File: src/rtl/route_task_sequencer.sv
// route_task_sequencer
// Navigation sequencer between the Eco-Center/SAM decoders and the path planner.
// It runs one CSL leg first, then takes SAM pick/place jobs from a small FIFO.
// Each job is issued as two legs (pick, then place). The block counts delivered
// units and, when enabled, aborts a leg that takes too long to arrive.
module route_task_sequencer #(
    parameter int NODE_W      = 5,
    parameter int QDEPTH      = 4,
    parameter int MAX_UNITS   = 3,
    parameter int START_NODE  = 1,
    parameter int TIMEOUT_CYC = 0
) (
    input  logic                             clk,
    input  logic                             rst_n,
    input  logic                             csl_valid,
    input  logic [NODE_W-1:0]                csl_start,
    input  logic [NODE_W-1:0]                csl_end,
    input  logic [NODE_W-1:0]                csl_prev_end,
    input  logic                             sam_valid,
    output logic                             sam_ready,
    input  logic [NODE_W-1:0]                sam_pick,
    input  logic [NODE_W-1:0]                sam_place,
    input  logic                             arrived,
    input  logic [NODE_W-1:0]                cpu_prev_end,
    input  logic                             abort,
    output logic [NODE_W-1:0]                start_point,
    output logic [NODE_W-1:0]                end_point,
    output logic [NODE_W-1:0]                prev_start,
    output logic                             nav_req,
    output logic                             pick_pulse,
    output logic                             place_pulse,
    output logic [$clog2(QDEPTH):0]          q_count,
    output logic [$clog2(MAX_UNITS+1)-1:0]   units_done,
    output logic                             run_done,
    output logic                             timeout_err
);

    localparam int AW = $clog2(QDEPTH);
    localparam int CW = $clog2(QDEPTH) + 1;
    localparam int UW = $clog2(MAX_UNITS + 1);
    // The leg counter only needs to hold values up to TIMEOUT_CYC-1.
    localparam int TW = (TIMEOUT_CYC > 1) ? $clog2(TIMEOUT_CYC) + 1 : 1;

    localparam logic [NODE_W-1:0] ZN       = {NODE_W{1'b0}};
    localparam logic [NODE_W-1:0] START_C  = NODE_W'(START_NODE);
    localparam logic [AW-1:0]     ZA       = {AW{1'b0}};
    localparam logic [AW-1:0]     A_ONE    = AW'(1);
    localparam logic [CW-1:0]     ZC       = {CW{1'b0}};
    localparam logic [CW-1:0]     C_ONE    = CW'(1);
    localparam logic [CW-1:0]     QDEPTH_C = CW'(QDEPTH);
    localparam logic [UW-1:0]     ZU       = {UW{1'b0}};
    localparam logic [UW-1:0]     U_ONE    = UW'(1);
    localparam logic [UW-1:0]     MAX_C    = UW'(MAX_UNITS);
    localparam logic [TW-1:0]     ZT       = {TW{1'b0}};
    localparam logic [TW-1:0]     T_ONE    = TW'(1);
    localparam logic [TW-1:0]     TLAST_C  = TW'(TIMEOUT_CYC - 1);

    typedef enum logic [2:0] {
        S_WAIT_CSL = 3'd0,
        S_GO_CSL   = 3'd1,
        S_WAIT_JOB = 3'd2,
        S_GO_PICK  = 3'd3,
        S_GO_PLACE = 3'd4
    } state_t;

    state_t              state_r, state_s;
    logic [NODE_W-1:0]   start_r, start_s;
    logic [NODE_W-1:0]   end_r, end_s;
    logic [NODE_W-1:0]   prev_r, prev_s;
    logic [NODE_W-1:0]   pick_r, pick_s;
    logic [NODE_W-1:0]   place_r, place_s;
    logic [UW-1:0]       units_r, units_s;
    logic                run_done_r, run_done_s;
    logic [TW-1:0]       tmo_cnt_r, tmo_cnt_s;
    logic                nav_req_r, nav_req_s;
    logic                pick_pulse_r, pick_pulse_s;
    logic                place_pulse_r, place_pulse_s;
    logic                timeout_r, timeout_s;

    logic [NODE_W-1:0]   mem_pick_r [QDEPTH];
    logic [NODE_W-1:0]   mem_place_r[QDEPTH];
    logic [AW-1:0]       wr_ptr_r, wr_ptr_s;
    logic [AW-1:0]       rd_ptr_r, rd_ptr_s;
    logic [CW-1:0]       count_r, count_s;
    logic                sam_ready_r, sam_ready_s;

    logic                pop_s;
    logic                push_s;
    logic                flush_s;
    logic                arr_ok_s;
    logic                tmo_hit_s;
    logic [TW-1:0]       tmo_inc_s;
    logic [NODE_W-1:0]   head_pick_s;
    logic [NODE_W-1:0]   head_place_s;

    // An arrival in the same cycle the leg is announced belongs to the previous leg.
    assign arr_ok_s     = arrived && !nav_req_r;
    assign tmo_hit_s    = (TIMEOUT_CYC != 0) && (tmo_cnt_r == TLAST_C);
    assign tmo_inc_s    = (TIMEOUT_CYC != 0) ? (tmo_cnt_r + T_ONE) : tmo_cnt_r;
    assign head_pick_s  = mem_pick_r[rd_ptr_r];
    assign head_place_s = mem_place_r[rd_ptr_r];

    // Next-state and next-output logic of the sequencer FSM.
    always_comb begin
        state_s       = state_r;
        start_s       = start_r;
        end_s         = end_r;
        prev_s        = prev_r;
        pick_s        = pick_r;
        place_s       = place_r;
        units_s       = units_r;
        run_done_s    = run_done_r;
        tmo_cnt_s     = tmo_cnt_r;
        nav_req_s     = 1'b0;
        pick_pulse_s  = 1'b0;
        place_pulse_s = 1'b0;
        timeout_s     = 1'b0;
        pop_s         = 1'b0;
        flush_s       = 1'b0;
        if (abort) begin
            state_s   = S_WAIT_CSL;
            flush_s   = 1'b1;
            start_s   = START_C;
            prev_s    = ZN;
            units_s   = ZU;
            tmo_cnt_s = ZT;
        end else begin
            case (state_r)
                S_WAIT_CSL: begin
                    if (csl_valid) begin
                        end_s      = csl_start;
                        nav_req_s  = 1'b1;
                        run_done_s = 1'b0;
                        units_s    = ZU;
                        tmo_cnt_s  = ZT;
                        state_s    = S_GO_CSL;
                    end else begin
                        state_s = S_WAIT_CSL;
                    end
                end
                S_GO_CSL: begin
                    if (arr_ok_s) begin
                        start_s   = csl_end;
                        prev_s    = csl_prev_end;
                        tmo_cnt_s = ZT;
                        state_s   = S_WAIT_JOB;
                    end else if (tmo_hit_s) begin
                        timeout_s = 1'b1;
                        flush_s   = 1'b1;
                        state_s   = S_WAIT_CSL;
                    end else begin
                        tmo_cnt_s = tmo_inc_s;
                    end
                end
                S_WAIT_JOB: begin
                    // A queued job always wins over a CSL redirect.
                    if (count_r != ZC) begin
                        pop_s     = 1'b1;
                        end_s     = head_pick_s;
                        pick_s    = head_pick_s;
                        place_s   = head_place_s;
                        nav_req_s = 1'b1;
                        tmo_cnt_s = ZT;
                        state_s   = S_GO_PICK;
                    end else if (csl_valid) begin
                        end_s      = csl_start;
                        nav_req_s  = 1'b1;
                        run_done_s = 1'b0;
                        tmo_cnt_s  = ZT;
                        state_s    = S_GO_CSL;
                    end else begin
                        state_s = S_WAIT_JOB;
                    end
                end
                S_GO_PICK: begin
                    if (arr_ok_s) begin
                        pick_pulse_s = 1'b1;
                        start_s      = pick_r;
                        prev_s       = cpu_prev_end;
                        end_s        = place_r;
                        nav_req_s    = 1'b1;
                        tmo_cnt_s    = ZT;
                        state_s      = S_GO_PLACE;
                    end else if (tmo_hit_s) begin
                        timeout_s = 1'b1;
                        flush_s   = 1'b1;
                        state_s   = S_WAIT_CSL;
                    end else begin
                        tmo_cnt_s = tmo_inc_s;
                    end
                end
                S_GO_PLACE: begin
                    if (arr_ok_s) begin
                        place_pulse_s = 1'b1;
                        start_s       = place_r;
                        prev_s        = cpu_prev_end;
                        units_s       = units_r + U_ONE;
                        tmo_cnt_s     = ZT;
                        if (units_s == MAX_C) begin
                            run_done_s = 1'b1;
                            state_s    = S_WAIT_CSL;
                        end else begin
                            state_s = S_WAIT_JOB;
                        end
                    end else if (tmo_hit_s) begin
                        timeout_s = 1'b1;
                        flush_s   = 1'b1;
                        state_s   = S_WAIT_CSL;
                    end else begin
                        tmo_cnt_s = tmo_inc_s;
                    end
                end
                default: begin
                    state_s = S_WAIT_CSL;
                    flush_s = 1'b1;
                end
            endcase
        end
    end

    // FIFO pointer/occupancy update; acceptance uses the registered full flag only.
    always_comb begin
        push_s   = sam_valid && sam_ready_r && !flush_s;
        count_s  = count_r;
        wr_ptr_s = wr_ptr_r;
        rd_ptr_s = rd_ptr_r;
        if (flush_s) begin
            count_s  = ZC;
            wr_ptr_s = ZA;
            rd_ptr_s = ZA;
        end else begin
            if (push_s) begin
                wr_ptr_s = wr_ptr_r + A_ONE;
            end else begin
                wr_ptr_s = wr_ptr_r;
            end
            if (pop_s) begin
                rd_ptr_s = rd_ptr_r + A_ONE;
            end else begin
                rd_ptr_s = rd_ptr_r;
            end
            case ({push_s, pop_s})
                2'b10:   count_s = count_r + C_ONE;
                2'b01:   count_s = count_r - C_ONE;
                default: count_s = count_r;
            endcase
        end
        sam_ready_s = (count_s < QDEPTH_C);
    end

    // Register all sequencer state, FIFO bookkeeping and outputs.
    always_ff @(posedge clk or negedge rst_n) begin
        if (!rst_n) begin
            state_r       <= S_WAIT_CSL;
            start_r       <= START_C;
            end_r         <= ZN;
            prev_r        <= ZN;
            pick_r        <= ZN;
            place_r       <= ZN;
            units_r       <= ZU;
            run_done_r    <= 1'b0;
            tmo_cnt_r     <= ZT;
            nav_req_r     <= 1'b0;
            pick_pulse_r  <= 1'b0;
            place_pulse_r <= 1'b0;
            timeout_r     <= 1'b0;
            wr_ptr_r      <= ZA;
            rd_ptr_r      <= ZA;
            count_r       <= ZC;
            sam_ready_r   <= 1'b1;
        end else begin
            state_r       <= state_s;
            start_r       <= start_s;
            end_r         <= end_s;
            prev_r        <= prev_s;
            pick_r        <= pick_s;
            place_r       <= place_s;
            units_r       <= units_s;
            run_done_r    <= run_done_s;
            tmo_cnt_r     <= tmo_cnt_s;
            nav_req_r     <= nav_req_s;
            pick_pulse_r  <= pick_pulse_s;
            place_pulse_r <= place_pulse_s;
            timeout_r     <= timeout_s;
            wr_ptr_r      <= wr_ptr_s;
            rd_ptr_r      <= rd_ptr_s;
            count_r       <= count_s;
            sam_ready_r   <= sam_ready_s;
        end
    end

    // Job storage: write the offered pick/place pair at the tail on each push.
    always_ff @(posedge clk or negedge rst_n) begin
        if (!rst_n) begin
            for (int i = 0; i < QDEPTH; i++) begin
                mem_pick_r[i]  <= ZN;
                mem_place_r[i] <= ZN;
            end
        end else if (push_s) begin
            mem_pick_r[wr_ptr_r]  <= sam_pick;
            mem_place_r[wr_ptr_r] <= sam_place;
        end
    end

    assign sam_ready   = sam_ready_r;
    assign start_point = start_r;
    assign end_point   = end_r;
    assign prev_start  = prev_r;
    assign nav_req     = nav_req_r;
    assign pick_pulse  = pick_pulse_r;
    assign place_pulse = place_pulse_r;
    assign q_count     = count_r;
    assign units_done  = units_r;
    assign run_done    = run_done_r;
    assign timeout_err = timeout_r;

endmodule
File: config.mk
export PLATFORM = sky130hd
export DESIGN_NAME = route_task_sequencer
export DESIGN_NICKNAME = d
export VERILOG_FILES = /design/src/rtl/route_task_sequencer.sv
export SDC_FILE = /design/constraint.sdc
export NUM_CORES = 1
export LEC_CHECK = 0
export CORE_AREA = 2 2 89 91
export DETAILED_ROUTE_END_ITERATION = 8
export DIE_AREA = 0 0 91 93
export GPL_TIMING_DRIVEN = 0
export MAX_ROUTING_LAYER = met4
export PLACE_DENSITY = 0.76
export SYNTH_ARGS = -nofsm -noshare
export SYNTH_HDL_FRONTEND = slang
export SYNTH_SLANG_ARGS = --single-unit
File: constraint.sdc
create_clock -name clk -period 6.31 [get_ports clk]
set_input_delay 0.631 -clock clk [delete_from_list [all_inputs] [get_ports clk]]
set_output_delay 0.631 -clock clk [all_outputs]
set_load 0.01 [all_outputs]
* Yosys cells after proc, flatten, opt, wreduce, memory -nomap -nowiden *
Index checks and enable logic that the tools add are counted.
Widths: inputs -> output; s select.

word-level totals
  register bits = 82
  latch bits = 0
  RAM bits = 0
  ROM bits = 0
  bits of input ports = 36
  output and inout port bits = 26
  logic and storage cells = 135
  memories = 0

cells by class
  add/subtract/negate cells = 5
  multipliers = 0
  divide/modulo/power cells = 0
  order comparisons = 4
  equality and inequality tests = 16
  shift operators = 0
  muxes and demuxes = 60
  bitwise gates (word level) = 3
  reductions and logical operators = 24

operators by type and width
  operator             count
  $mux 5               14
  $bwmux 20            2
  $pmux 5 s3           2
  $bmux 5 s2           2
  $mux 2               10
  $mux 1               18
  $mux 3               5
  $pmux 3 s5           1
  $reduce_and 3->1     5
  $reduce_bool 3->1    5
  $ne 3x3->1 const B   4
  $demux 5 s2          1
  $pmux 5 s2           1
  $ne 2x2->1 const B   4
  $add 2x1->2 const B  3
  $eq 3x2->1 const B   2
  $ge 3x3->1 const B   2
  $not 2->3            2
  $pmux 1 s3           2
  $pmux 3 s2           1
  $reduce_and 5->1     1
  $reduce_or 5->1      1
  $eq 2x2->1 const B   2
  $logic_and 1x1->1    4
  16 further kinds     18

* Longest topological paths before layout *
Gate-level depths: netlist (run 1).

  depth after elaboration = 10
  mapped depth = 13
  depth with buffers taken out = 10

* Worst setup path before layout (run 1) *
Ideal clock, no wire load.

  kind = flip-flop to flip-flop
  start = reg state_r[2]
  end = reg count_r[2], in the netlist q_count[2]
  library setup time = 0.127 ns
  arrival time = 2.753 ns
  data required time = 6.183 ns
  setup slack = 3.429 ns
  stages on the path, launching flop included = 14
  buffers on the path = 3
  period minus slack after synthesis = 2.881 ns
  cells stage by stage = dfrtp_1 > buf_2 > nand2b_1 > clkbuf_1 > or4_1 > inv_1 > buf_2 > ha_1 > xor2_1 > ha_1 > a21oi_1 > xor2_1 > o211a_1 > or2_2

on the way
  cells in the longest elaborated chain, start to end = 9
  elaborated cells on any way between the ends = 16
  those cells by class = 6 x eq/ne; 6 x mux; 4 x reduce/logical

RTL lines
  what                                      RTL line  source
  start: declaration                        66        state_t state_r, state_s;
  start signal: assignment                  272       state_r <= state_s;
  $eq 3x3->1 (tied with other cells)        128       case (state_r)
  $reduce_or 5->1 (no source line)          n/a
  $mux 1                                    n/a
  $mux 1                                    120       if (abort) begin
  $logic_not 1->1                           223       push_s = sam_valid && sam_ready_r && !flush_s;
  $logic_and 1x1->1                         223
  $eq 2x1->1 or $eq 2x2->1 (tied branches)  242       case ({push_s, pop_s})
  $pmux 3 s2                                242
  $mux 3 (*)                                227       if (flush_s) begin
  named net count_s[2]                      84        logic [CW-1:0] count_r, count_s;
  end signal: assignment                    287       count_r <= count_s;
  end: declaration                          84

Mark *: on every way through the listed nets, which the timed path passes. The rest lies on a longest branch.
A chain may end at the register's enable or synchronous reset.

* Final worst setup path (run 1) *
  start = in abort
  end = reg count_r[2], in the netlist q_count[2]

on the way
  cells in the longest elaborated chain, start to end = 6
  elaborated cells on any way between the ends = 8
  those cells by class = 2 x eq/ne; 4 x mux; 2 x reduce/logical

RTL lines
  what                                      RTL line  source
  start: declaration                        25        input logic abort,
  $mux 1                                    120
  $logic_not 1->1                           223
  $logic_and 1x1->1                         223
  $eq 2x1->1 or $eq 2x2->1 (tied branches)  242
  $pmux 3 s2                                242
  $mux 3 (*)                                227
  named net count_s[2]                      84

Marks and branches as above.

==> results of run 1 <==
[critical path, cell delays in order]
cell	delay [ps]
clkdlybuf4s50_1	540
or4_1	610
inv_1	180
buf_2	260
ha_1	260
xor2_1	170
ha_1	160
a21oi_1	50
xor2_1	160
o211a_1	220
or2_2	280
[per-layer routing]
layer  GRT usage (%)  vias up  share of wire (%)
met5               -        -                  0
met3           4.351        9                4.0
met2           38.64       83                 51
met4           6.061        0               0.99
met1           27.40     1474                 44
li1                -     1396                  -
[cells by family (layout without fill, tap and decap cells)]
logic type	after synthesis	count (layout)	share of synthesized area (%)
and+or+nand+nor	109	109	13.61
DFF	82	82	50.79
muxes	61	61	19.58
AOI/OAI and AO/OA	59	59	10.11
buffers and inverters	24	99	2.382
adders and majority gates	9	9	2.784
xor gates and xnor gates	3	3	0.6497
other	1	1	0.09270
[power by group]
part	switching, mW	internal, mW	total, mW
Combinational	0.102	0.150	0.253
Sequential	0.0503	0.618	0.668
Clock	0.193	0.263	0.456
[Yosys cell counts, drive strengths merged (2+ instances only)]
cell     count
a21oi       16
a22oi       10
and2         2
inv          7
nor2b        3
o211ai       2
mux2        45
dfstp        2
o21ai       12
nand3        6
ha           9
clkbuf      14
nor2        15
or2          6
xor2         2
mux2i        6
o2bb2ai      5
dfrtp       80
a31oi        2
a211o        3
a32o         4
mux4        10
buf          3
nand2       51
nand2b       5
nor3b        2
nor3         7
nand3b       6
[stage by stage]
step	util [%]	cell area [µm²]	hold WS (ps)	cells
after floorplan	-	4045	335.4	348
after global placement	63.28	4763	464.6	509
after detailed placement	63.61	4788	467.3	510
after CTS	66.79	5027	129.6	525
after global routing	66.79	5027	136.5	525
final	66.79	5027	132.8	525
[registers in the layout, indices dropped and copies added, names as in the netlist]
register	cells
end_point	5
mem_pick_r	20
mem_place_r	20
nav_req	1
pick_pulse	1
pick_r	5
place_pulse	1
place_r	5
prev_start	5
q_count	3
rd_ptr_r	2
run_done	1
sam_ready	1
start_point	5
state_r	3
units_done	2
wr_ptr_r	2
[cell type report]
class	count	area (µm²)	area share [%]
buffer	17	70.07	1.394
clock buffer	9	123.9	2.464
clock inverter	6	115.1	2.290
inverter	7	26.28	0.5226
multi-input combinational	242	1894	37.68
sequential	82	2054	40.87
tap	102	127.6	2.539
timing repair buffer	60	615.6	12.24
[how the worst max path moves through the flow]
| stage | start | to | slack [ps] |
|---|---|---|---|
| finish | abort | q_count[2] | 3020 |
| global route | state_r[2] | q_count[2] | 2870 |
| CTS | abort | q_count[2] | 3040 |
| detailed placement | abort | q_count[2] | 2670 |
| global placement | rst_n | mem_pick_r[0] | 1800 |
| floorplan | state_r[2] | q_count[2] | 3430 |
[cells in the final DEF (no fill, tap or decap), types with 3 or more instances in the layout]
master,n
a211o_1,3
a21oi_1,16
a22oi_1,10
a32o_1,4
bufinv_16,3
clkbuf_1,14
clkbuf_8,9
clkdlybuf4s50_1,58
dfrtp_1,80
ha_1,9
inv_1,7
mux2_2,43
mux2i_1,6
mux4_2,10
nand2_1,47
nand2_4,4
nand2b_1,5
nand3_1,6
nand3b_1,6
nor2_1,15
nor2b_1,3
nor3_1,7
o21ai_0,12
o2bb2ai_1,5
or2_2,5
==> results.yml, run 1 <==
power_and_ir_drop:
  p_leak_nw: 2.271
  total_power_mw: 1.377
  power_density_nw_per_um2: 273.9
  irDropWorstVdd_v: 0.0002840
placed_design:
  gp_congestion: 0.8675
  placement.io_buffers: 59
  hpwl_mm: 6.296
  place_ws_ps: 2673
clock_network:
  cts_buffer_depth: 2
  path_clk_slew_ps: 90
  holdBufCountCts: 0
  post-cts-setup-buffer-count: 0
  cts.sinks: 82
  clock-root-buffer: "clkbuf_8"
  htree_levels: 3
  cts_tree: "yes"
  cts_resized: 0
  clock_latency_ps: 350
  cts_buffers: 9
die:
  die_area_um2: 8463
  row_count: 32
  dieHeight_um: 93
  ios: 62
  core_um2: 7527
  start_util_pct: 53.74
  die_w_um: 91
routing:
  wl_per_cell_um: 16.74
  drc_errors: 0
  ant_nets: 0
  drt-vias-per-instance: 5.642
  wl_mm: 8.791
  dr.first_iter.drc_count: 139
  vias: 2962
  first_pass_iters: 4
synthesis:
  yosys_warnings: 0
  ys.flop_type: "dfrtp_1"
  synth_top_area_share_pct: 49.49
  synth.avg_cell_area_um2: 11.62
  synth_area_leaders: "dfrtp_1 (49%), mux2_2 (12%), mux4_2 (5.6%)"
  mappedNetlistNets: 393
  yosysTopAreaCell: "dfrtp_1"
  synth_area_um2: 4045
  synth_edf_count: 0
  synthArstFlopShare_pct: 100.0
  yosys_register_bits: 82
  ys_seq_area_share_pct: 50.79
  synth_cells: 348
  synth_cell_types: 46
sta:
  tns_ps: 0
  fin_ws_ps: 3022
  layout_min_cycle_time_ps: 3288
  fmax_ghz: 0.3042
  relSlewSlack_pct: 48.40
  tightest_slew_ps: 773.9
  rsz0062_at_grt: "no"
  fin_skew_ps: 8.024
  setup_violations: 0
  slew_violations: 0
  fin_crit_sh_pct: 52.10
  final_hold_viol_count: 0
layout:
  drive_gt1_share_pct: 20.09
  n_fill_cell: 609
  synthToLayoutAreaGrowth_pct: 24.28
  antenna_cells: 0
  nNetsFinal: 464
critical_path:
  r2r_slack_ps: 3050
  cp_max_fo: 11
  worstSetupPathType: "in -> reg"
  r2r_end: "q_count[2]"
  start_kind: "input pin"
  rr_startpoint: "state_r[2]"
  cp-end-kind: "flip-flop"
  cp.required_ps: 6540
  r2r_cells: 13
  cp.arrival_ps: 3520
global_routing:
  grt_max_degree: 68
  grt_pass1_wl_mm: 14.63
  overflow: 0
  grt_pass1_vias: 3041
  track_usage_pct: 22.43
  antenna_found_initial: 0
job:
  drv_cap: 0
run_status:
  status: "completed"
worst_hold_path:
  min_path_type: "in -> async"
Note: power is estimated with default switching activity, not from simulation.
==> run 2: changes to the inputs <==
--- a/config.mk
+++ b/config.mk
@@ -5,12 +5,12 @@
 export SDC_FILE = /design/constraint.sdc
 export NUM_CORES = 1
 export LEC_CHECK = 0
-export CORE_AREA = 2 2 89 91
+export CORE_AREA = 2 2 90 92
 export DETAILED_ROUTE_END_ITERATION = 8
-export DIE_AREA = 0 0 91 93
+export DIE_AREA = 0 0 92 94
 export GPL_TIMING_DRIVEN = 0
 export MAX_ROUTING_LAYER = met4
-export PLACE_DENSITY = 0.76
+export PLACE_DENSITY = 0.74
 export SYNTH_ARGS = -nofsm -noshare
 export SYNTH_HDL_FRONTEND = slang
 export SYNTH_SLANG_ARGS = --single-unit
==> constraint.sdc (replaced) <==
create_clock -name clk -period 3.3 [get_ports clk]
set_input_delay 0.33 -clock clk [delete_from_list [all_inputs] [get_ports clk]]
set_output_delay 0.33 -clock clk [all_outputs]
set_load 0.01 [all_outputs]
==> run 2 against run 1 <==
  * Register-to-register slack worse by 2900 ps
  * Largest power group unchanged
  * Core utilization down 1.1 points
  * Critical path depth up 2
  * Sequential cell count unchanged
  * Total power increased by 79%
  * Sequential share of layout area grew 0.25 points
==> results.yml, run 2 (synthesis results as in run 1) <==
layout:
  reg_top3: "mem_pick_r (20), mem_place_r (20)"
  mostFrequentLayoutCells: "dfrtp_1 (80), clkdlybuf4s50_1 (58), nand2_1 (47), mux2_2 (43), a21oi_1 (16)"
  nNetsFinal: 465
  antenna_cells: 0
  final_common_cell: "dfrtp_1"
  drive_gt1_share_pct: 20.71
  synthToLayoutAreaGrowth_pct: 23.54
  final_util_pct: 65.69
  n_fill_cell: 620
power_and_ir_drop:
  p_leak_nw: 2.252
  power_density_nw_per_um2: 493.8
  total_power_mw: 2.468
  irDropWorstVdd_v: 0.0002987
clock_network:
  cts.sinks: 82
  post-cts-setup-buffer-count: 0
  cts_tree: "yes"
  cts_buffer_depth: 2
  cts_buffers: 9
  htree_levels: 3
  path_clk_slew_ps: 100
  clock_latency_ps: 370
  clock-root-buffer: "clkbuf_8"
routing:
  dr.first_iter.drc_count: 146
  drt-vias-per-instance: 5.539
  wl_per_cell_um: 16.15
  vias: 2919
  drc_errors: 0
  ant_nets: 0
  first_pass_iters: 4
  wl_mm: 8.512
global_routing:
  grt_pass1_wl_mm: 14.41
  grt_pass1_vias: 2963
  grt_max_degree: 63
  track_usage_pct: 22.08
  antenna_found_initial: 0
  overflow: 0
sta:
  tns_ps: 0
  setup_violations: 0
  fin_skew_ps: 11.18
  rsz0062_at_grt: "no"
  tightest_slew_ps: 807.7
  fin_ws_ps: 175.8
  fin_crit_sh_pct: 94.67
  whs_ps: 388.5
  fmax_ghz: 0.3201
  final_hold_viol_count: 0
  relSlewSlack_pct: 46.15
  layout_min_cycle_time_ps: 3124
  slew_violations: 0
placed_design:
  hpwl_mm: 6.214
  gp_congestion: 0.8504
  placement.io_buffers: 59
  place_ws_ps: -27.37
critical_path:
  r2r_slack_ps: 180
  cp_max_fo: 11
  cp-end-kind: "flip-flop"
  r2r_cells: 13
  rr_startpoint: "state_r[2]"
  cp.arrival_ps: 3370
  worstSetupPathType: "reg -> reg"
  cp.required_ps: 3550
  start_kind: "flip-flop"
  r2r_end: "q_count[2]"
die:
  ios: 62
  core_um2: 7607
  dieHeight_um: 94
  die_w_um: 92
  row_count: 32
  start_util_pct: 53.17
  die_area_um2: 8648
job:
  drv_cap: 0
run_status:
  status: "completed"
worst_hold_path:
  min_path_type: "in -> async"
==> run 2: worst max-delay path, stage by stage (launching register included) <==
cell,delay (ps)
dfrtp_1,370
buf_2,180
nand2b_1,160
clkbuf_1,210
or4_4,480
inv_2,120
clkbuf_4,210
ha_1,240
xor2_1,170
ha_1,170
a21oi_1,50
xor2_1,160
o211a_1,220
or2_2,290
==> run 2: worst max path at each step <==
stage                           from              to  slack [ps]  cells after the start
after floorplan           state_r[2]      q_count[2]         420                     13
after detailed placement       abort      q_count[2]         -30                     11
after global routing      state_r[2]      q_count[2]           3                     13
final                     state_r[2]      q_count[2]         180                     13
after CTS                 state_r[2]      q_count[2]          40                     13
after global placement         rst_n  mem_pick_r[10]        -980                      1
==> run 2: layout make-up <==
type	instances	area (µm²)	share of cell area, %
sequential	82	2054	41.11
multi-input combinational	242	1898	37.98
timing repair buffer	61	625.6	12.52
tap	102	127.6	2.554
clock buffer	9	123.9	2.479
buffer	17	72.57	1.452
clock inverter	7	68.82	1.377
inverter	7	26.28	0.5258
==> run 2: report_power, final <==
part / switching, mW / internal, mW
logic: 0.192 / 0.288
registers: 0.0932 / 1.18
clock network: 0.416 / 0.296
==> run 2: stage by stage <==
step | std cells | cell area (µm²)
2_1_floorplan | 348 | 4045
3_3_place_gp | 509 | 4763
3_5_place_dp | 510 | 4788
4_1_cts | 527 | 4991
5_1_grt | 527 | 4997
6_report | 527 | 4997
==> run 2: routing by layer <==
metal  global-route usage [%]  share of wire (%)  vias to the layer above
li1                         -                  -                     1401
met1                    27.64                 45                     1436
met2                    35.60                 49                       67
met3                    5.297                4.7                       15
met4                    7.711                1.8                        0
met5                        -                  0                        -
==> run 2: what timing repair did <==
item / in CTS / in global routing
resized for setup: 0 / 3
hold endpoints to repair: 19 / 0
setup endpoints to repair: 0 / 2
hold buffers: 1 / 0
